File: config.mk
export PLATFORM = sky130hd
export DESIGN_NAME = riscv_mmio_uart_tx_flat
export DESIGN_NICKNAME = d
export VERILOG_FILES = /design/src/rtl/riscv_mmio_uart_tx_pkg.sv /design/src/rtl/riscv_mmio_uart_tx_if.sv /design/src/rtl/riscv_sync_fifo.sv /design/src/rtl/riscv_mmio_uart_tx.sv /design/src/flat_wrapper.sv
export SDC_FILE = /design/constraint.sdc
export NUM_CORES = 1
export LEC_CHECK = 0
export ABC_CLOCK_PERIOD_IN_PS = 3300
export BUFFER_PORTS_ARGS = -buffer_cell sky130_fd_sc_hd__buf_2
export CORE_AREA = 3 3 134 136
export DETAILED_ROUTE_END_ITERATION = 10
export DIE_AREA = 0 0 137 139
export SLEW_MARGIN = 20
export SYNTH_ARGS = -nofsm -noshare
export SYNTH_HDL_FRONTEND = slang
export SYNTH_SLANG_ARGS = --single-unit
File: constraint.sdc
create_clock -name clk -period 3.3 [get_ports clk]
set_input_delay 0.33 -clock clk [delete_from_list [all_inputs] [get_ports clk]]
set_output_delay 0.33 -clock clk [all_outputs]
set_load 0.01 [all_outputs]
File: src/rtl/riscv_mmio_uart_tx_pkg.sv
// rtl/riscv_mmio_uart_tx_pkg.sv - shared constants for the MMIO UART transmitter
package riscv_mmio_uart_tx_pkg;

  // Store width presented by the core's load/store port
  typedef enum logic [1:0] {
    MASK_BYTE = 2'd0,
    MASK_HALF = 2'd1,
    MASK_WORD = 2'd2
  } MASK_SEL;

  // Active level of the store strobe
  localparam logic MEM_WEN = 1'b1;

  // Transmit FSM states
  localparam logic [1:0] UART_IDLE  = 2'd0;
  localparam logic [1:0] UART_START = 2'd1;
  localparam logic [1:0] UART_DATA  = 2'd2;
  localparam logic [1:0] UART_STOP  = 2'd3;

  // Register offsets, selected by addr[3:2]
  localparam logic [1:0] UART_REG_TXDATA  = 2'd0;
  localparam logic [1:0] UART_REG_STATUS  = 2'd1;
  localparam logic [1:0] UART_REG_DIVISOR = 2'd2;

  // Packs the STATUS register image
  function automatic logic [7:0] uart_status(input logic busy, input logic full,
                                             input logic empty, input logic overflow,
                                             input logic [3:0] count);
    return {count, overflow, empty, full, busy};
  endfunction

endpackage

File: src/rtl/riscv_mmio_uart_tx_if.sv
// rtl/riscv_mmio_uart_tx_if.sv - core data-bus port seen by the UART responder
interface riscv_mmio_uart_tx_if;
  import riscv_mmio_uart_tx_pkg::*;

  logic [31:0] addr;
  logic        write_en;
  logic [31:0] wdata;
  MASK_SEL     mask_sel;
  logic        hit;
  logic [31:0] dout;

  modport master (output addr, write_en, wdata, mask_sel, input hit, dout);
  modport slave  (input addr, write_en, wdata, mask_sel, output hit, dout);
endinterface

File: src/rtl/riscv_sync_fifo.sv
// rtl/riscv_sync_fifo.sv - synchronous FIFO with MSB-compare wrap detection
module riscv_sync_fifo #(
  parameter int DEPTH = 8,
  parameter int WIDTH = 8,
  localparam int AW = $clog2(DEPTH)
) (
  input  logic             clk,
  input  logic             rst,
  input  logic             push,
  input  logic [WIDTH-1:0] push_data,
  input  logic             pop,
  output logic [WIDTH-1:0] pop_data,
  output logic             full,
  output logic             empty,
  output logic [AW:0]      count
);

  logic [WIDTH-1:0] mem [DEPTH];
  logic [AW:0]      wr_ptr;
  logic [AW:0]      rd_ptr;
  logic             push_ok;
  logic             pop_ok;

  assign empty    = (wr_ptr == rd_ptr);
  assign full     = (wr_ptr[AW] != rd_ptr[AW]) && (wr_ptr[AW-1:0] == rd_ptr[AW-1:0]);
  assign count    = wr_ptr - rd_ptr;
  assign pop_ok   = pop && !empty;
  // A simultaneous pop frees the slot being written, so a full FIFO still accepts
  assign push_ok  = push && (!full || pop_ok);
  assign pop_data = mem[rd_ptr[AW-1:0]];

  // Storage array; contents need no reset since pointers define validity
  always_ff @(posedge clk) begin
    if (push_ok) mem[wr_ptr[AW-1:0]] <= push_data;
  end

  // Pointer advance
  always_ff @(posedge clk or posedge rst) begin
    if (rst) begin
      wr_ptr <= '0;
      rd_ptr <= '0;
    end else begin
      if (push_ok) wr_ptr <= wr_ptr + 1'b1;
      if (pop_ok)  rd_ptr <= rd_ptr + 1'b1;
    end
  end

endmodule

File: src/rtl/riscv_mmio_uart_tx.sv
// rtl/riscv_mmio_uart_tx.sv - memory-mapped 8N1 UART transmitter with TX FIFO
module riscv_mmio_uart_tx
  import riscv_mmio_uart_tx_pkg::*;
#(
  parameter logic [31:0] BASE_ADDR  = 32'h0000_1000,
  parameter logic [15:0] CLK_DIV    = 16'd434,
  parameter int          FIFO_DEPTH = 8
) (
  input  logic                  clk,
  input  logic                  x_reset,
  riscv_mmio_uart_tx_if.slave   bus,
  output logic                  tx
);

  localparam int AW = $clog2(FIFO_DEPTH);

  logic [1:0]  reg_sel;
  logic        wr;
  logic        push;
  logic        pop;
  logic [7:0]  fifo_data;
  logic        fifo_full;
  logic        fifo_empty;
  logic [AW:0] fifo_count;
  logic [31:0] count_w;
  logic [3:0]  count_sat;
  logic        overflow;
  logic [15:0] divisor;
  logic [15:0] reload;
  logic [1:0]  state;
  logic [7:0]  shift;
  logic [2:0]  bit_cnt;
  logic [15:0] baud_cnt;
  logic        busy;
  logic        unused_bits;

  assign bus.hit     = (bus.addr[31:4] == BASE_ADDR[31:4]);
  assign reg_sel     = bus.addr[3:2];
  assign wr          = bus.hit && (bus.write_en == MEM_WEN);
  assign push        = wr && (reg_sel == UART_REG_TXDATA);
  assign busy        = (state != UART_IDLE);
  assign count_w     = 32'(fifo_count);
  assign count_sat   = (count_w > 32'd15) ? 4'hF : count_w[3:0];
  // A divisor of 0 behaves as 1 cycle per bit
  assign reload      = (divisor == 16'd0) ? 16'd0 : divisor - 16'd1;
  // Pop on leaving IDLE or at the end of a stop bit, so frames run back-to-back
  assign pop         = !fifo_empty && ((state == UART_IDLE) ||
                                       (state == UART_STOP && baud_cnt == 16'd0));
  assign unused_bits = ^{bus.wdata[31:16], bus.addr[1:0]};

  riscv_sync_fifo #(.DEPTH(FIFO_DEPTH), .WIDTH(8)) u_fifo (
    .clk       (clk),
    .rst       (x_reset),
    .push      (push),
    .push_data (bus.wdata[7:0]),
    .pop       (pop),
    .pop_data  (fifo_data),
    .full      (fifo_full),
    .empty     (fifo_empty),
    .count     (fifo_count)
  );

  // Zero-latency register readback, 0 outside the window
  always_comb begin
    bus.dout = 32'd0;
    if (bus.hit) begin
      case (reg_sel)
        UART_REG_STATUS:  bus.dout = {24'd0, uart_status(busy, fifo_full, fifo_empty,
                                                          overflow, count_sat)};
        UART_REG_DIVISOR: bus.dout = {16'd0, divisor};
        default:          bus.dout = 32'd0;
      endcase
    end
  end

  // Sticky overflow flag and the baud divisor register
  always_ff @(posedge clk or posedge x_reset) begin
    if (x_reset) begin
      overflow <= 1'b0;
      divisor  <= CLK_DIV;
    end else begin
      if (push && fifo_full && !pop)
        overflow <= 1'b1;
      else if (wr && reg_sel == UART_REG_STATUS && bus.wdata[3])
        overflow <= 1'b0;
      if (wr && reg_sel == UART_REG_DIVISOR && bus.mask_sel == MASK_WORD)
        divisor <= bus.wdata[15:0];
    end
  end

  // Frame serialiser; each bit length is latched into baud_cnt at its start
  always_ff @(posedge clk or posedge x_reset) begin
    if (x_reset) begin
      state    <= UART_IDLE;
      tx       <= 1'b1;
      shift    <= 8'd0;
      bit_cnt  <= 3'd0;
      baud_cnt <= 16'd0;
    end else begin
      case (state)
        UART_IDLE: begin
          if (pop) begin
            state    <= UART_START;
            shift    <= fifo_data;
            tx       <= 1'b0;
            baud_cnt <= reload;
          end
        end
        UART_START: begin
          if (baud_cnt == 16'd0) begin
            state    <= UART_DATA;
            tx       <= shift[0];
            bit_cnt  <= 3'd0;
            baud_cnt <= reload;
          end else begin
            baud_cnt <= baud_cnt - 16'd1;
          end
        end
        UART_DATA: begin
          if (baud_cnt == 16'd0) begin
            baud_cnt <= reload;
            if (bit_cnt == 3'd7) begin
              state <= UART_STOP;
              tx    <= 1'b1;
            end else begin
              shift   <= shift >> 1;
              tx      <= shift[1];
              bit_cnt <= bit_cnt + 3'd1;
            end
          end else begin
            baud_cnt <= baud_cnt - 16'd1;
          end
        end
        UART_STOP: begin
          if (baud_cnt == 16'd0) begin
            if (pop) begin
              state    <= UART_START;
              shift    <= fifo_data;
              tx       <= 1'b0;
              baud_cnt <= reload;
            end else begin
              state <= UART_IDLE;
            end
          end else begin
            baud_cnt <= baud_cnt - 16'd1;
          end
        end
        default: state <= UART_IDLE;
      endcase
    end
  end

endmodule
File: src/flat_wrapper.sv
// flat-port wrapper written by rule: the top's interface ports become plain ports
module riscv_mmio_uart_tx_flat import riscv_mmio_uart_tx_pkg::*;
#(
  parameter logic [31:0] BASE_ADDR  = 32'h0000_1000,
  parameter logic [15:0] CLK_DIV    = 16'd434,
  parameter int          FIFO_DEPTH = 8
)
  (clk, x_reset, tx, bus_addr, bus_write_en, bus_wdata, bus_mask_sel, bus_hit, bus_dout);
  riscv_mmio_uart_tx_if bus_i ();
  input  logic clk;
  input  logic x_reset;
  output logic tx;
  input wire logic [$bits(bus_i.addr)-1:0] bus_addr;
  input wire logic [$bits(bus_i.write_en)-1:0] bus_write_en;
  input wire logic [$bits(bus_i.wdata)-1:0] bus_wdata;
  input wire logic [$bits(bus_i.mask_sel)-1:0] bus_mask_sel;
  output wire logic [$bits(bus_i.hit)-1:0] bus_hit;
  output wire logic [$bits(bus_i.dout)-1:0] bus_dout;
  assign bus_i.addr = bus_addr;
  assign bus_i.write_en = bus_write_en;
  assign bus_i.wdata = bus_wdata;
  assign bus_i.mask_sel = bus_mask_sel;
  assign bus_hit = bus_i.hit;
  assign bus_dout = bus_i.dout;
  riscv_mmio_uart_tx #(.BASE_ADDR(BASE_ADDR), .CLK_DIV(CLK_DIV), .FIFO_DEPTH(FIFO_DEPTH)) u_core (.clk(clk), .x_reset(x_reset), .bus(bus_i), .tx(tx));
endmodule
==> results.cfg <==
[clocking]
ctsLongestPathBuffers = 2
htree_levels = 4
post_cts_buffers = 0
cts_tree = yes
path_clk_slew_ns = 0.06
clock_latency_ns = 0.42
clock-sinks = 119
cts_root_buf = clkbuf_16
cts_buffers = 17

[critical_path]
path_cells = clkinv_1 -> ha_1 -> nand3_1 -> nor2_2 -> a22oi_1 -> nor2_1 -> buf_2
slowest_stage = dfrtp_1
cp_max_fo = 10
crit_type = reg -> out
startpoint_type = register
crit_family = simple AND/OR/NAND/NOR gates
critPathMaxStageDelay_ns = 0.53
cp-end-kind = output port
cp.required_ns = 2.97
cp_num_buf_inv = 2
arrival_ns = 2.57

[power_and_ir_drop]
pwr-share-clk_pct = 46.9
p_sw_share_pct = 26.2
power_per_cell_area_mw_per_mm2 = 514
finalPower_uw = 4050
pwr-share-comb_pct = 12.4
power.internal_uw = 2990
vdd_ir_drop_max_mv = 0.419
seq_power_share_pct = 40.7
p_leak_uw = 0.00324
power_switching_uw = 1060

[die]
start_util_pct = 39.1
rows = 48
fp.coreArea_sq_mm = 0.0171
fp.dieArea_sq_mm = 0.0190
chipHeight_um = 139
io_pins = 103
die_w_um = 137

[layout]
antenna_cells = 0
nets = 764
stdcell_count = 914
final_area_sq_mm = 0.00789
syn_to_final_growth_pct = 18.2
drive_gt1_share_pct = 25.4
nFillCells = 1578

[timing]
setup-violations-final = 0
slew_headroom_pct = 46.6
min_period_ns = 2.90
setup-tns-final_ns = 0
grt_setup_unrepaired = no
skew_ns = 0.00911
tightest_slew_ns = 0.778
clock.fmax_ghz = 0.345
final_max_slew_viol_count = 0
hold_viol = 0
layout_worst_path_cycle_share_pct = 87.9

[min_path]
holdCritPathClass = in -> reg

[place]
gp_congestion = 0.874
dpl_cell_area_sq_mm = 0.00727
dp_cells = 881
port_buffers = 68
dp_hpwl_um = 12200

[global_routing]
grt_pass1_wl_um = 26700
grt_max_degree = 29
antenna_found_initial = 0
grt_pass1_vias = 5036
gr-total-overflow = 0
track_usage_pct = 18.0

[drt]
num_vias = 5165
wire_per_inst_um = 18.2
drc = 0
wl_um = 16600
firstDrtPassIters = 7
drt_iter0_markers = 258
viasPerCell = 5.65
ant_nets = 0

[synth]
synth_ff_type = edfxtp_1
yosysUniqueCellTypes = 74
ys.warnings.count = 0
ys_seq_area_share_pct = 49.5
syn_area_per_cell_sq_um = 11.2
ys_ff_latch = 119
postSynth.asyncResetShare_pct = 46.2
synth.cell_area_sq_mm = 0.00667
synthCells = 598
synth_edf_count = 64

[flow_run]
cap_violations = 0

[outcome]
outcome = complete, no violations
-- layout by cell type, fill, tap and decap left out, drive strengths merged, types with 19 or more instances in the layout --
| cell | n |
|---|---|
| clkbuf | 19 |
| buf | 94 |
| edfxtp | 64 |
| nand2 | 46 |
| nor3 | 20 |
| o21ai | 28 |
| nor2 | 31 |
| dfrtp | 49 |
| inv | 29 |
| nand3 | 20 |
-- final timing paths --
kind	startpoint	end	slack (ns)	depth (start not counted)
worst min-delay path	bus_wdata[11]	u_core.divisor[11]$_DFFE_PP0P_	0.14	2
worst max-delay path	u_core.u_fifo.rd_ptr[2]$_DFFE_PP0P_	bus_dout[2]	0.40	7
max in group asynchronous	x_reset	u_core.tx$_DFFE_PP1P_	1.89	4
worst max register to register	u_core.baud_cnt[0]$_DFF_PP0_	u_core.shift[6]$_DFFE_PP0P_	0.44	7
min in group asynchronous	x_reset	u_core.shift[2]$_DFFE_PP0P_	0.55	3
worst min register to register	u_core.u_fifo.wr_ptr[3]$_DFFE_PP0P_	u_core.u_fifo.wr_ptr[3]$_DFFE_PP0P_	0.49	1
-- sequential cells by signal (all words and copies together), names as in the netlist --
signal	count
u_core.u_fifo.mem	64
u_core.overflow	1
u_core.tx	1
u_core.state	2
u_core.shift	8
u_core.baud_cnt	16
u_core.divisor	16
u_core.u_fifo.rd_ptr	4
u_core.u_fifo.wr_ptr	4
u_core.bit_cnt	3
-- layout make-up --
class                      count  area, sq um  area share (%)
clock buffer                  19          433            5.49
clock inverter                13          173            2.19
inverter                      27          101            1.28
multi-input combinational    416         3050            38.7
sequential                   119         3310            41.9
tap                          225          282            3.57
timing repair buffer          95          546            6.92
-- routing by layer --
layer,up-vias,GRT usage [%],routed length [um]
met1,2520,25.2,7640
met4,0,6.25,228
met5,-,0,0
li1,2419,-,-
met2,207,28.1,7890
met3,19,3.30,882
-- stage by stage --
stage / worst slack, ns / util, % / hold slack (ns)
floorplan: 0.113 / - / 0.429
global placement: 0.507 / 42.6 / 0.442
detailed placement: 0.454 / 42.6 / 0.443
CTS: 0.154 / 46.2 / 0.123
global route: 0.118 / 46.3 / 0.141
finish: 0.399 / 46.3 / 0.140
-- cell families after synthesis --
logic type | after synthesis | synth area share [%]
AOI/OAI and AO/OA | 135 | 14.3
xor gates and xnor gates | 20 | 2.63
adders and majority gates | 19 | 3.68
other | 1 | 0.0562
muxes | 41 | 9.49
and+or+nand+nor | 185 | 14.7
buffers and inverters | 78 | 5.63
DFF | 119 | 49.5
-- power by group through the flow --
| stage | Combinational [uW] | Clock (uW) | Sequential [uW] |
|---|---|---|---|
| floorplan | 349 | 0 | 1670 |
| detailed placement | 495 | 0 | 1680 |
| global placement | 484 | 0 | 1670 |
| CTS | 502 | 1930 | 1650 |
| global route | 557 | 1980 | 1650 |
| finish | 504 | 1900 | 1650 |
-- Yosys cell counts, types with 3 or more instances --
cell       n  area, sq um
buf_4     17          128
or4_1      5         37.5
dfstp_2    6          158
o21ai_0   27          135
o32ai_1    3         26.3
a211oi_1   6         45.0
a31oi_1    5         31.3
edfxtp_1  64         1920
ha_1      18          225
a211o_1    3         26.3
buf_1      3         11.3
nand4_1   11         68.8
xor2_1     8         70.1
nor4_1    16          100
nor4b_1    5         43.8
o211ai_1   4         30.0
mux2_2    18          203
o221ai_1   3         26.3
inv_1     26         97.6
a21oi_1   18         90.1
a22oi_1   10         75.1
and2_1    10         62.6
clkbuf_1  21         78.8
nand2_1   46          173
a41oi_1    4         35.0
nor2b_1    3         18.8
o22ai_1    8         50.1
a21o_1     4         30.0
mux2i_1    7         70.1
nor3_1    19         95.1
dfrtp_1   49         1230
nor2_1    31          116
nor3b_1    3         22.5
buf_2      9         45.0
xnor2_1   12          105
o311ai_0   7         61.3
mux4_2    16          360
nand3_1   20          100
o31a_1     3         26.3
o31ai_1   10         75.1
-- timing repair --
item | CTS | global route
setup endpoints to repair | 0 | 1
resized for setup | 0 | 1
hold buffers | 1 | 0
hold endpoints to repair | 20 | 0
(Power assumes the default switching activity.)
